$ cat src/rtl/inert_spi_resp.sv
// SPI responder modelling the inertial sensor's register map: 16-bit frames,
// config registers, yaw-rate output bytes with a coherent high-byte shadow, and INT.
module inert_spi_resp #(
    parameter logic [7:0] WHO_AM_I = 8'h6A
) (
    input  logic        clk,
    input  logic        rst,
    input  logic        SS_n,
    input  logic        SCLK,
    input  logic        MOSI,
    output logic        MISO,
    output logic        INT,
    input  logic [15:0] yaw_in,
    input  logic        sample_vld,
    output logic        frame_err,
    output logic [1:0]  fsm_state
);

    typedef enum logic [1:0] {
        IDLE   = 2'd0,
        SHIFT  = 2'd1,
        COMMIT = 2'd2
    } state_t;

    state_t      state_q, state_d;
    logic [2:0]  ss_q, sclk_q;
    logic [1:0]  mosi_q;
    logic [4:0]  cnt;
    logic [15:0] shreg;
    logic [7:0]  tx;
    logic        tx_active;
    logic [7:0]  int1_ctrl, ctrl2_g, ctrl5;
    logic [15:0] outz;
    logic [7:0]  shadow;
    logic [7:0]  read_byte;

    // Bit 2 of each sync chain is the delayed copy used only for edge detection.
    wire        ss_fall   = ss_q[2] & ~ss_q[1];
    wire        ss_rise   = ~ss_q[2] & ss_q[1];
    wire        sclk_rise = ~sclk_q[2] & sclk_q[1];
    wire        sclk_fall = sclk_q[2] & ~sclk_q[1];
    wire [15:0] shift_in  = {shreg[14:0], mosi_q[1]};
    wire [6:0]  rd_addr   = shift_in[6:0];
    wire        frame_ok  = (cnt == 5'd16);
    wire        commit    = (state_q == COMMIT);
    wire        wr_commit = commit & frame_ok & ~shreg[15];
    wire        int_clr   = commit & frame_ok & shreg[15] & (shreg[14:8] == 7'h27);
    wire        capture   = sample_vld & (ctrl2_g != 8'h00);

    assign MISO      = tx_active & tx[7];
    assign fsm_state = state_q;

    always_comb begin
        read_byte = 8'h00;
        case (rd_addr)
            7'h0D:   read_byte = int1_ctrl;
            7'h0F:   read_byte = WHO_AM_I;
            7'h11:   read_byte = ctrl2_g;
            7'h14:   read_byte = ctrl5;
            7'h26:   read_byte = outz[7:0];
            7'h27:   read_byte = shadow;
            default: read_byte = 8'h00;
        endcase
    end

    always_comb begin
        state_d = state_q;
        case (state_q)
            IDLE:    if (ss_fall) state_d = SHIFT;
            SHIFT:   if (ss_rise) state_d = COMMIT;
            COMMIT:  state_d = IDLE;
            default: state_d = IDLE;
        endcase
    end

    always_ff @(posedge clk) begin
        if (rst) state_q <= IDLE;
        else     state_q <= state_d;
    end

    always_ff @(posedge clk) begin
        if (rst) begin
            ss_q      <= 3'b111;
            sclk_q    <= 3'b111;
            mosi_q    <= 2'b00;
            cnt       <= 5'd0;
            shreg     <= 16'h0000;
            tx        <= 8'h00;
            tx_active <= 1'b0;
            int1_ctrl <= 8'h00;
            ctrl2_g   <= 8'h00;
            ctrl5     <= 8'h00;
            outz      <= 16'h0000;
            shadow    <= 8'h00;
            INT       <= 1'b0;
            frame_err <= 1'b0;
        end else begin
            ss_q      <= {ss_q[1:0], SS_n};
            sclk_q    <= {sclk_q[1:0], SCLK};
            mosi_q    <= {mosi_q[0], MOSI};
            frame_err <= 1'b0;

            case (state_q)
                IDLE: begin
                    if (ss_fall) begin
                        cnt       <= 5'd0;
                        shreg     <= 16'h0000;
                        tx        <= 8'h00;
                        tx_active <= 1'b0;
                    end
                end
                SHIFT: begin
                    if (ss_rise) begin
                        tx_active <= 1'b0;
                    end else if (sclk_rise) begin
                        shreg <= shift_in;
                        if (cnt != 5'd31) cnt <= cnt + 5'd1;
                        // Rise 8 completes R/W + address; the shadow snapshot rides on the low-byte load.
                        if (cnt == 5'd7 && shreg[6]) begin
                            tx        <= read_byte;
                            tx_active <= 1'b1;
                            if (rd_addr == 7'h26) shadow <= outz[15:8];
                        end
                    end else if (sclk_fall && cnt >= 5'd9 && cnt <= 5'd15) begin
                        tx <= {tx[6:0], 1'b0};
                    end
                end
                COMMIT: begin
                    frame_err <= ~frame_ok;
                    if (wr_commit) begin
                        case (shreg[14:8])
                            7'h0D:   int1_ctrl <= shreg[7:0];
                            7'h11:   ctrl2_g   <= shreg[7:0];
                            7'h14:   ctrl5     <= shreg[7:0];
                            default: ;
                        endcase
                    end
                end
                default: ;
            endcase

            if (capture) outz <= yaw_in;
            // A new sample outranks a clearing read in the same cycle.
            if (capture && int1_ctrl[1]) INT <= 1'b1;
            else if (int_clr)            INT <= 1'b0;
        end
    end

endmodule
$ cat config.mk
export PLATFORM = sky130hd
export DESIGN_NAME = inert_spi_resp
export DESIGN_NICKNAME = d
export VERILOG_FILES = /design/src/rtl/inert_spi_resp.sv
export SDC_FILE = /design/constraint.sdc
export NUM_CORES = 1
export LEC_CHECK = 0
export BUFFER_PORTS_ARGS = -buffer_cell sky130_fd_sc_hd__buf_2
export CAP_MARGIN = 40
export CELL_PAD_IN_SITES_DETAIL_PLACEMENT = 2
export CELL_PAD_IN_SITES_GLOBAL_PLACEMENT = 2
export CORE_MARGIN = 3
export CORE_UTILIZATION = 35
export CTS_BUF_LIST = sky130_fd_sc_hd__clkbuf_4 sky130_fd_sc_hd__clkbuf_8
export CTS_CLUSTER_SIZE = 28
export DETAILED_ROUTE_END_ITERATION = 6
export MAX_ROUTING_LAYER = met4
export PLACE_DENSITY = 0.83
export SKIP_CTS_REPAIR_TIMING = 1
export SLEW_MARGIN = 0
export SYNTH_ARGS = -nofsm -noshare
export SYNTH_HDL_FRONTEND = slang
export SYNTH_SLANG_ARGS = --single-unit
$ cat constraint.sdc
create_clock -name clk -period 2 [get_ports clk]
set_input_delay 0.4 -clock clk [delete_from_list [all_inputs] [get_ports clk]]
set_output_delay 0.4 -clock clk [all_outputs]
set_load 0.01 [all_outputs]
==> flow_summary.json, run 1 <==
{
  "cellPowerDensity_nw_per_um2": 659,
  "rows": 37,
  "initial_core_util_pct": 36.9,
  "grt_overflow": 0,
  "final_period_minus_worst_setup_slack_ns": 2.31,
  "yosys-top-cells-area": "dfxtp_1, mux2i_1, nor2_1, a21oi_1, nand2_1",
  "diodes": 0,
  "ys_seq_area_share_pct": 46.3,
  "tightest_slew_ns": 0.487,
  "synth_nets": 456,
  "dp_hpwl_um": 9030,
  "clk_latency_ns": 0.39,
  "synth_edf_count": 0,
  "rsz0062_at_grt": "true",
  "synth_top_area_share_pct": 46.3,
  "critical_path_required_ns": 2.26,
  "setup_slack_ns": -0.312,
  "intPower_w": 0.00243,
  "clockBufferDepth": 2,
  "clkTransAtPathRegs_ns": 0.09,
  "relSlewSlack_pct": 67.3,
  "die_x_um": 111,
  "max_freq_mhz": 433,
  "synth.most_common_cell": "dfxtp_1",
  "p_leak_nw": 2.10,
  "cts_tree": "yes",
  "antenna_found_initial": 0,
  "ir_drop_v": 0.000526,
  "wl_per_cell_um": 23.8,
  "post-route-period-util_pct": 116,
  "p_sw_share_pct": 24.2,
  "holdPathStages": 2,
  "h-tree-depth": 3,
  "grt_pass1_wl_um": 21000,
  "pre_cts_slack_ns": -0.256,
  "final_hold_viol_count": 0,
  "drtAntennaViolNets": 0,
  "critPathKind": "reg -> reg",
  "combPwrFrac_pct": 4.5,
  "netlist_instances": 429,
  "ys_ff_latch": 90,
  "final_cell_area_um2": 4860,
  "routed_via_density": 5.72,
  "dieArea_um2": 12400,
  "cap_viol_max_count": 0,
  "firstDrtPassIters": 4,
  "cp-start-kind": "flip-flop",
  "ys_async_sr_fraction_pct": 0,
  "synth_area_leader_cell": "dfxtp_1",
  "nets": 516,
  "status": "finished, violations left",
  "setup_viol": 43,
  "end_kind": "flip-flop",
  "numCtsBuffers": 9,
  "failed_checks": "negative setup slack",
  "clkPwrFrac_pct": 39.2,
  "dpl_cell_area_um2": 4420,
  "rr_worst_depth": 9,
  "drt_wl_total_um": 15000,
  "hold_class": "in -> reg",
  "core_um2": 10600,
  "drive_gt1_share_pct": 28.5,
  "drc": 0,
  "gp_congestion": 0.827,
  "cts-root-buf": "clkbuf_8",
  "cp.arrival_ns": 2.57,
  "grt_pass1_vias": 3761,
  "synth_area_um2": 3890,
  "die_y_um": 111,
  "synthTopCellsByCount": "dfxtp_1, nor2_1, mux2i_1",
  "io_pins": 27,
  "grt_start_max_net_pins": 74,
  "cts.sinks": 90,
  "drt-initial-drc-count": 202,
  "cp_max_fo": 8,
  "power_frac_seq_pct": 56.3,
  "p_switching_w": 0.000776,
  "syn_avg_cell_area_um2": 9.07,
  "fin_total_pwr_w": 0.00320,
  "synth.distinct_cells": 50,
  "syn_to_final_growth_pct": 25.0,
  "fill_cells": 1127,
  "finClkSkew_ns": 0.0212,
  "synth-main-ff-cell": "dfxtp_1",
  "grt_use_total_pct": 21.9,
  "slew_viol_final": 0,
  "io_buffer_count": 26,
  "dr_total_vias": 3601,
  "ys.warnings.count": 0
}
## power by group through the flow
stage	logic [W]	registers [W]	clock network, W
2_1_floorplan	0.0000689	0.00184	0
3_3_place_gp	0.000124	0.00185	0
3_5_place_dp	0.000133	0.00185	0
4_1_cts	0.000134	0.00181	0.00126
5_1_grt	0.000157	0.00180	0.00136
6_report	0.000145	0.00180	0.00126
## stage by stage
step,utilization [%],hold slack [ns],cells,TNS (ns)
5_1_grt,46.1,0.187,630,-12.47
6_report,46.1,0.192,630,-7.52
2_1_floorplan,-,0.389,429,0
4_1_cts,43.7,0.188,625,-5.61
3_5_place_dp,41.9,0.407,609,-4.61
3_3_place_gp,41.8,0.394,608,-1.92
## sequential cells by signal (all words and copies together), names as in the netlist
name and count:
shreg 16, shadow 8, ctrl5 8, int1_ctrl 8, tx 8, ctrl2_g 8
sclk_q 3, INT 1, tx_active 1, fsm_state 2, mosi_q 2, frame_err 1
ss_q 3, cnt 5, outz 16
## per-layer routing
| layer | GRT usage (%) | part of all wire [%] |
|---|---|---|
| met3 | 5.43 | 4.5 |
| met1 | 27.0 | 42 |
| met5 | - | 0 |
| met4 | 4.54 | 2.6 |
| met2 | 36.7 | 51 |
## path summary, 6_finish.rpt
kind	startpoint	end	slack, ns
max reg2reg	cnt[1]	ctrl2_g[0]	-0.31
min reg2reg	sclk_q[0]	sclk_q[1]	0.42
min	SCLK	sclk_q[0]	0.19
max	cnt[1]	ctrl2_g[0]	-0.31
## cells by family (layout without fill, tap and decap cells)
family          after synthesis  count (layout)  share of synthesized area, %
simple gates                166             166                          21.5
fa+ha+maj                     5               5                          1.61
mux                          51              51                          13.1
compound gates               77              77                          12.8
buf+inv                      40             105                          4.69
flops                        90              90                          46.3
## worst max-delay path, stage by stage, from the launching register on
cell and delay (ns):
dfxtp_4 0.38, inv_4 0.07, ha_4 0.11, and4bb_1 0.24, nor4b_4 0.30, nand3_2 0.13
or4b_4 0.54, buf_8 0.16, mux2i_1 0.18, nor2_1 0.08
## cell type report
| class | instances | area [µm²] | area share [%] |
|---|---|---|---|
| multi-input cells | 299 | 2090 | 43.0 |
| flip-flops and latches | 90 | 1810 | 37.2 |
| clock buffers | 14 | 180 | 3.71 |
| well taps | 136 | 170 | 3.50 |
| inverters | 14 | 57.6 | 1.18 |
| clock inverters | 2 | 10.0 | 0.206 |
| repair buffers | 75 | 542 | 11.1 |
## placed cells by master, fill, tap and decap left out, types with 3 or more instances in the layout
master    count
a211o_1       3
a21o_1        3
a21oi_1      24
a22oi_1      11
a31oi_1       4
buf_2        26
buf_4        44
clkbuf_8     12
dfxtp_1      87
ha_4          3
inv_1        11
mux2i_1      44
mux2i_2       6
nand2_1      27
nand2b_1      4
nand3_1      19
nand4_1       3
nor2_1       70
nor2b_1       6
nor3_1        4
nor4_1        3
o21ai_0       4
o22ai_1       6
o22ai_2       4
o32ai_2       4
or2_2         6
No activity file was read; power rests on OpenSTA's default activity.
==> inputs of run 2 (changes only) <==
--- a/config.mk
+++ b/config.mk
@@ -5,17 +5,17 @@
 export SDC_FILE = /design/constraint.sdc
 export NUM_CORES = 1
 export LEC_CHECK = 0
+export ABC_AREA = 1
 export BUFFER_PORTS_ARGS = -buffer_cell sky130_fd_sc_hd__buf_2
 export CAP_MARGIN = 40
 export CELL_PAD_IN_SITES_DETAIL_PLACEMENT = 2
 export CELL_PAD_IN_SITES_GLOBAL_PLACEMENT = 2
 export CORE_MARGIN = 3
-export CORE_UTILIZATION = 35
-export CTS_BUF_LIST = sky130_fd_sc_hd__clkbuf_4 sky130_fd_sc_hd__clkbuf_8
+export CORE_UTILIZATION = 32
 export CTS_CLUSTER_SIZE = 28
 export DETAILED_ROUTE_END_ITERATION = 6
 export MAX_ROUTING_LAYER = met4
-export PLACE_DENSITY = 0.83
+export PLACE_DENSITY = 0.81
 export SKIP_CTS_REPAIR_TIMING = 1
 export SLEW_MARGIN = 0
 export SYNTH_ARGS = -nofsm -noshare
==> flow_summary.json, run 2 <==
{
  "status": "finished, final reports clean",
  "synth_area_leader_cell": "dfxtp_1",
  "finClkSkew_ns": 0.00718,
  "p_switching_w": 0.000992,
  "synth.distinct_cells": 38,
  "synth_top_area_share_pct": 43.4,
  "final_cell_mix": "dfxtp_1, nand2_1, a21oi_1, nand3_1, nor2_1",
  "end_kind": "flip-flop",
  "cts_tree": "yes",
  "firstDrtPassIters": 4,
  "diodes": 0,
  "clk_latency_ns": 0.36,
  "ir_drop_v": 0.000573,
  "postLayoutCoreUtil_pct": 39.7,
  "combPwrFrac_pct": 7.0,
  "max_freq_mhz": 526,
  "dr_total_vias": 3920,
  "synth-main-ff-cell": "dfxtp_1",
  "core_um2": 12400,
  "setup_slack_ns": 0.100,
  "slowest_delay_ns": 0.35,
  "slew_viol_final": 0,
  "cp-start-kind": "flip-flop",
  "dp_hpwl_um": 9280,
  "dieArea_um2": 14400,
  "ys_async_sr_fraction_pct": 0,
  "initial_core_util_pct": 33.6,
  "synthTopCellsByCount": "dfxtp_1, nand2_1, a21oi_1",
  "largestRegisters": "outz: 16 flops, shreg: 16 flops",
  "cp_max_fo": 6,
  "path_cells": "inv_1 -> ha_1 -> nand2_1 -> nor3_4 -> nor3b_4 -> inv_2 -> nor2_8 -> buf_4 -> o21ai_0 -> a21oi_1",
  "p_leak_nw": 1.96,
  "p_sw_share_pct": 24.8,
  "cellPowerDensity_nw_per_um2": 814,
  "power_frac_seq_pct": 46.5,
  "ys_ff_latch": 90,
  "grt_use_total_pct": 20.4,
  "cp.arrival_ns": 2.17,
  "drt-initial-drc-count": 325,
  "synth_edf_count": 0,
  "cap_viol_max_count": 0,
  "hold_class": "in -> reg",
  "synth_nets": 571,
  "clkTransAtPathRegs_ns": 0.07,
  "io_pins": 27,
  "nets": 603,
  "synth.most_common_cell": "dfxtp_1",
  "intPower_w": 0.00300,
  "yosys-top-cells-area": "dfxtp_1, a21oi_1, nand3_1, nand2_1, nor2_1",
  "post-route-period-util_pct": 95.0,
  "drt_wl_total_um": 14200,
  "setup_tns_ns": 0,
  "setup_viol": 0,
  "drive_gt1_share_pct": 19.8,
  "pre_cts_slack_ns": 0.0480,
  "ys.warnings.count": 0,
  "cts.sinks": 90,
  "critPathKind": "reg -> reg",
  "grt_pass1_wl_um": 22400,
  "wl_per_cell_um": 18.9,
  "drc": 0,
  "grt_pass1_vias": 4149,
  "die_y_um": 120,
  "cp_slowest_cell": "dfxtp_2",
  "h-tree-depth": 3,
  "syn_avg_cell_area_um2": 7.62,
  "clkPwrFrac_pct": 46.5,
  "final_period_minus_worst_setup_slack_ns": 1.90,
  "critical_path_required_ns": 2.27,
  "netlist_instances": 544,
  "antenna_found_initial": 0,
  "relSlewSlack_pct": 64.0,
  "drtAntennaViolNets": 0,
  "syn_to_final_growth_pct": 18.3,
  "clockBufferDepth": 2,
  "numCtsBuffers": 9,
  "gp_congestion": 0.800,
  "cts-root-buf": "clkbuf_16",
  "tightest_slew_ns": 0.539,
  "dp_cells": 722,
  "die_x_um": 120,
  "fin_cells": 749,
  "io_buffer_count": 26,
  "synth_area_um2": 4150,
  "final_hold_viol_count": 0,
  "grt_overflow": 0,
  "grt_start_max_net_pins": 58,
  "routed_via_density": 5.23,
  "rows": 40,
  "ys_seq_area_share_pct": 43.4
}
==> run 2: changes by cell type after synthesis, sizes merged, moves of 5 or more <==
cell    before  now
nand2       27   96
mux2i       51    0
nand3       20   69
a21oi       24   71
o21ai        7   36
inv         14   39
a211oi       2   21
a22oi       11    0
nor2        71   61
o22ai       10    0
clkbuf      18   10
nor2b        7    0
buf          8   14
a31oi        5    0
==> run 2: final cells by class <==
cell class / count / area, µm²
multi-input cells: 391 / 2120
clock buffers: 9 / 225
inverters: 39 / 149
flip-flops and latches: 90 / 1800
well taps: 168 / 210
fillers: 1440 / 7450
repair buffers: 45 / 310
clock inverters: 7 / 93.8
==> run 2: worst paths after layout <==
check / from / end / slack, ns / depth (start not counted)
max: cnt[0] / ctrl5[0] / 0.10 / 10
min: SS_n / ss_q[0] / 0.22 / 2
max reg2reg: cnt[0] / ctrl5[0] / 0.10 / 10
min reg2reg: sclk_q[0] / sclk_q[1] / 0.42 / 1
==> run 2: logic make-up after synthesis <==
logic type / count (synthesis) / synth area share, %
flip-flops: 90 / 43.4
AO/OA/AOI/OAI: 135 / 18.5
adder cells (fa/ha/maj): 5 / 1.51
buffers and inverters: 63 / 6.88
AND/OR/NAND/NOR: 251 / 29.7
==> run 2: power groups by stage <==
stage / Combinational [W] / Clock, W / Sequential, W
after floorplan: 0.000171 / 0 / 0.00189
after global placement: 0.000247 / 0 / 0.00189
after detailed placement: 0.000262 / 0 / 0.00190
after CTS: 0.000266 / 0.00191 / 0.00185
after global routing: 0.000310 / 0.00198 / 0.00186
final: 0.000279 / 0.00186 / 0.00186
==> run 2: through the flow <==
stage | area [µm²] | hold WS, ns | power [W]
floorplan | 4150 | 0.388 | 0.00206
global placement | 4420 | 0.400 | 0.00214
detailed placement | 4420 | 0.408 | 0.00216
CTS | 4740 | 0.211 | 0.00403
global route | 4910 | 0.232 | 0.00415
finish | 4910 | 0.225 | 0.00400
==> run 2: critical path, delay by kind of cell, from the launching register on <==
family                     cells  cell delay (ns)
and+or+nand+nor                4             0.65
buffers and inverters          3             0.38
DFF                            1             0.35
AOI/OAI and AO/OA              2             0.27
adders and majority gates      1             0.17
==> run 2: layer usage <==
layer  vias to the layer above  wire (µm)  part of all wire, %  global-route usage [%]
li1                       1905          -                    -                       -
met1                      1953       6210                   44                    24.1
met2                        50       7400                   52                    35.7
met4                         0        125                 0.88                    4.87
met5                         -          0                    0                       -
met3                        12        429                  3.0                    4.15
==> inputs of run 3 (changes only) <==
--- a/config.mk
+++ b/config.mk
@@ -11,11 +11,12 @@
 export CELL_PAD_IN_SITES_DETAIL_PLACEMENT = 2
 export CELL_PAD_IN_SITES_GLOBAL_PLACEMENT = 2
 export CORE_MARGIN = 3
-export CORE_UTILIZATION = 32
+export CORE_UTILIZATION = 33
+export CTS_BUF_LIST = sky130_fd_sc_hd__clkbuf_2
 export CTS_CLUSTER_SIZE = 28
 export DETAILED_ROUTE_END_ITERATION = 6
 export MAX_ROUTING_LAYER = met4
-export PLACE_DENSITY = 0.81
+export PLACE_DENSITY = 0.83
 export SKIP_CTS_REPAIR_TIMING = 1
 export SLEW_MARGIN = 0
 export SYNTH_ARGS = -nofsm -noshare
==> constraint.sdc (replaced) <==
create_clock -name clk -period 2 [get_ports clk]
set_input_delay 0.4 -clock clk [delete_from_list [all_inputs] [get_ports clk]]
set_output_delay 0.4 -clock clk [all_outputs]
set_load 0.005 [all_outputs]
==> flow_summary.json, run 3 (same netlist as run 2, synthesis figures left out) <==
{
  "ir_drop_v": 0.000541,
  "syn_to_final_growth_pct": 15.2,
  "finClkSkew_ns": 0.0259,
  "die_y_um": 118,
  "rows": 40,
  "path_buf_inv": 4,
  "initial_core_util_pct": 34.1,
  "grt_pass1_vias": 4214,
  "numCtsBuffers": 9,
  "relSlewSlack_pct": 65.2,
  "grt_pass1_wl_um": 21600,
  "grt_overflow": 0,
  "io_pins": 27,
  "p_switching_w": 0.000877,
  "drtAntennaViolNets": 0,
  "dr_total_vias": 3990,
  "largestRegisters": "outz: 16 flops, shreg: 16 flops",
  "die_x_um": 118,
  "final_cell_mix": "dfxtp_1, nand2_1, a21oi_1, nand3_1, nor2_1",
  "clockBufferDepth": 2,
  "drt-initial-drc-count": 201,
  "combPwrFrac_pct": 9.2,
  "dp_cells": 721,
  "critPathTopFamily": "simple AND/OR/NAND/NOR gates",
  "clk_latency_ns": 0.58,
  "critPathKind": "reg -> reg",
  "cp_slowest_cell": "dfxtp_4",
  "power_frac_seq_pct": 60.6,
  "cp-start-kind": "flip-flop",
  "max_freq_mhz": 502,
  "h-tree-depth": 3,
  "tightest_slew_ns": 0.521,
  "post-route-period-util_pct": 99.7,
  "grt_start_max_net_pins": 58,
  "wl_per_cell_um": 19.2,
  "grt_use_total_pct": 19.8,
  "drive_gt1_share_pct": 20.1,
  "cellPowerDensity_nw_per_um2": 644,
  "final_hold_viol_count": 0,
  "antenna_found_initial": 1,
  "dr_wl_met2_um": 7780,
  "dp_hpwl_um": 9530,
  "cts-root-buf": "clkbuf_2",
  "clkTransAtPathRegs_ns": 0.26,
  "clkPwrFrac_pct": 30.2,
  "setup_tns_ns": 0,
  "nets": 608,
  "highest_layer": "met4",
  "final_period_minus_worst_setup_slack_ns": 1.99,
  "dr_wl_met3_um": 428,
  "p_leak_nw": 1.90,
  "intPower_w": 0.00220,
  "critical_path_required_ns": 2.50,
  "routed_via_density": 5.28,
  "slowest_delay_ns": 0.43,
  "slew_viol_final": 0,
  "cp_max_fo": 8,
  "met1_length_um": 6110,
  "cts_tree": "yes",
  "gp_congestion": 0.820,
  "path_cells": "inv_4 -> ha_2 -> nand2_2 -> nor3_4 -> nor3b_4 -> inv_4 -> nor2_8 -> buf_4 -> buf_4 -> a21oi_1",
  "drc": 0,
  "status": "finished, final reports clean",
  "drt_wl_total_um": 14500,
  "hold_class": "in -> reg",
  "fin_cells": 755,
  "cts.sinks": 90,
  "setup_viol": 0,
  "io_buffer_count": 26,
  "core_um2": 12200,
  "firstDrtPassIters": 4,
  "cap_viol_max_count": 0,
  "p_sw_share_pct": 28.5,
  "end_kind": "flip-flop",
  "dieArea_um2": 14000,
  "cp.arrival_ns": 2.49
}
-- run 3: worst reg2reg max path, stage by stage, from the launching register on --
cell	delay (ns)
dfxtp_4	0.43
inv_4	0.07
ha_2	0.19
nand2_2	0.07
nor3_4	0.20
nor3b_4	0.29
inv_4	0.12
nor2_8	0.17
buf_4	0.19
buf_4	0.12
a21oi_1	0.05
-- run 3: path summary, 6_finish.rpt --
check / start / endpoint / slack, ns / cells after the start
hold / removal: yaw_in[14] / outz[14] / 0.07 / 3
setup / recovery: cnt[0] / ctrl2_g[4] / 0.006 / 10
setup reg to reg: cnt[0] / ctrl2_g[4] / 0.006 / 10
hold reg to reg: sclk_q[0] / sclk_q[1] / 0.45 / 1
-- run 3: through the flow --
stage / total power (W) / cell area (µm²) / hold slack (ns) / setup WS, ns / util (%)
after global placement: 0.00214 / 4410 / 0.399 / 0.158 / 36.3
final: 0.00308 / 4780 / 0.0724 / 0.00600 / 39.3
after detailed placement: 0.00216 / 4410 / 0.406 / -0.0145 / 36.3
after floorplan: 0.00206 / 4150 / 0.388 / 0.370 / -
after global routing: 0.00324 / 4780 / 0.00337 / -0.0774 / 39.3
after CTS: 0.00308 / 4520 / -0.0546 / -0.0801 / 37.2
-- run 3: layout make-up --
cell class,instances,area [µm²]
Clock inverter,6,57.6
Fill cell,1411,7380
Tap cell,168,210
Sequential cell,90,1810
Clock buffer,10,50.0
Inverter,39,159
Timing Repair Buffer,49,348
Antenna cell,1,2.50
Multi-Input combinational cell,392,2140
-- run 3: per-layer routing --
layer	up-vias	GRT usage [%]
met1	1989	21.8
met2	59	36.1
li1	1924	-
met3	18	4.18
met4	0	5.05
met5	-	-
-- run 3: power groups by stage --
stage	Sequential [W]	Clock [W]	Combinational, W
after floorplan	0.00189	0	0.000171
after global placement	0.00189	0	0.000244
after detailed placement	0.00190	0	0.000260
after CTS	0.00186	0.000952	0.000262
after global routing	0.00187	0.00105	0.000312
final	0.00187	0.000929	0.000282
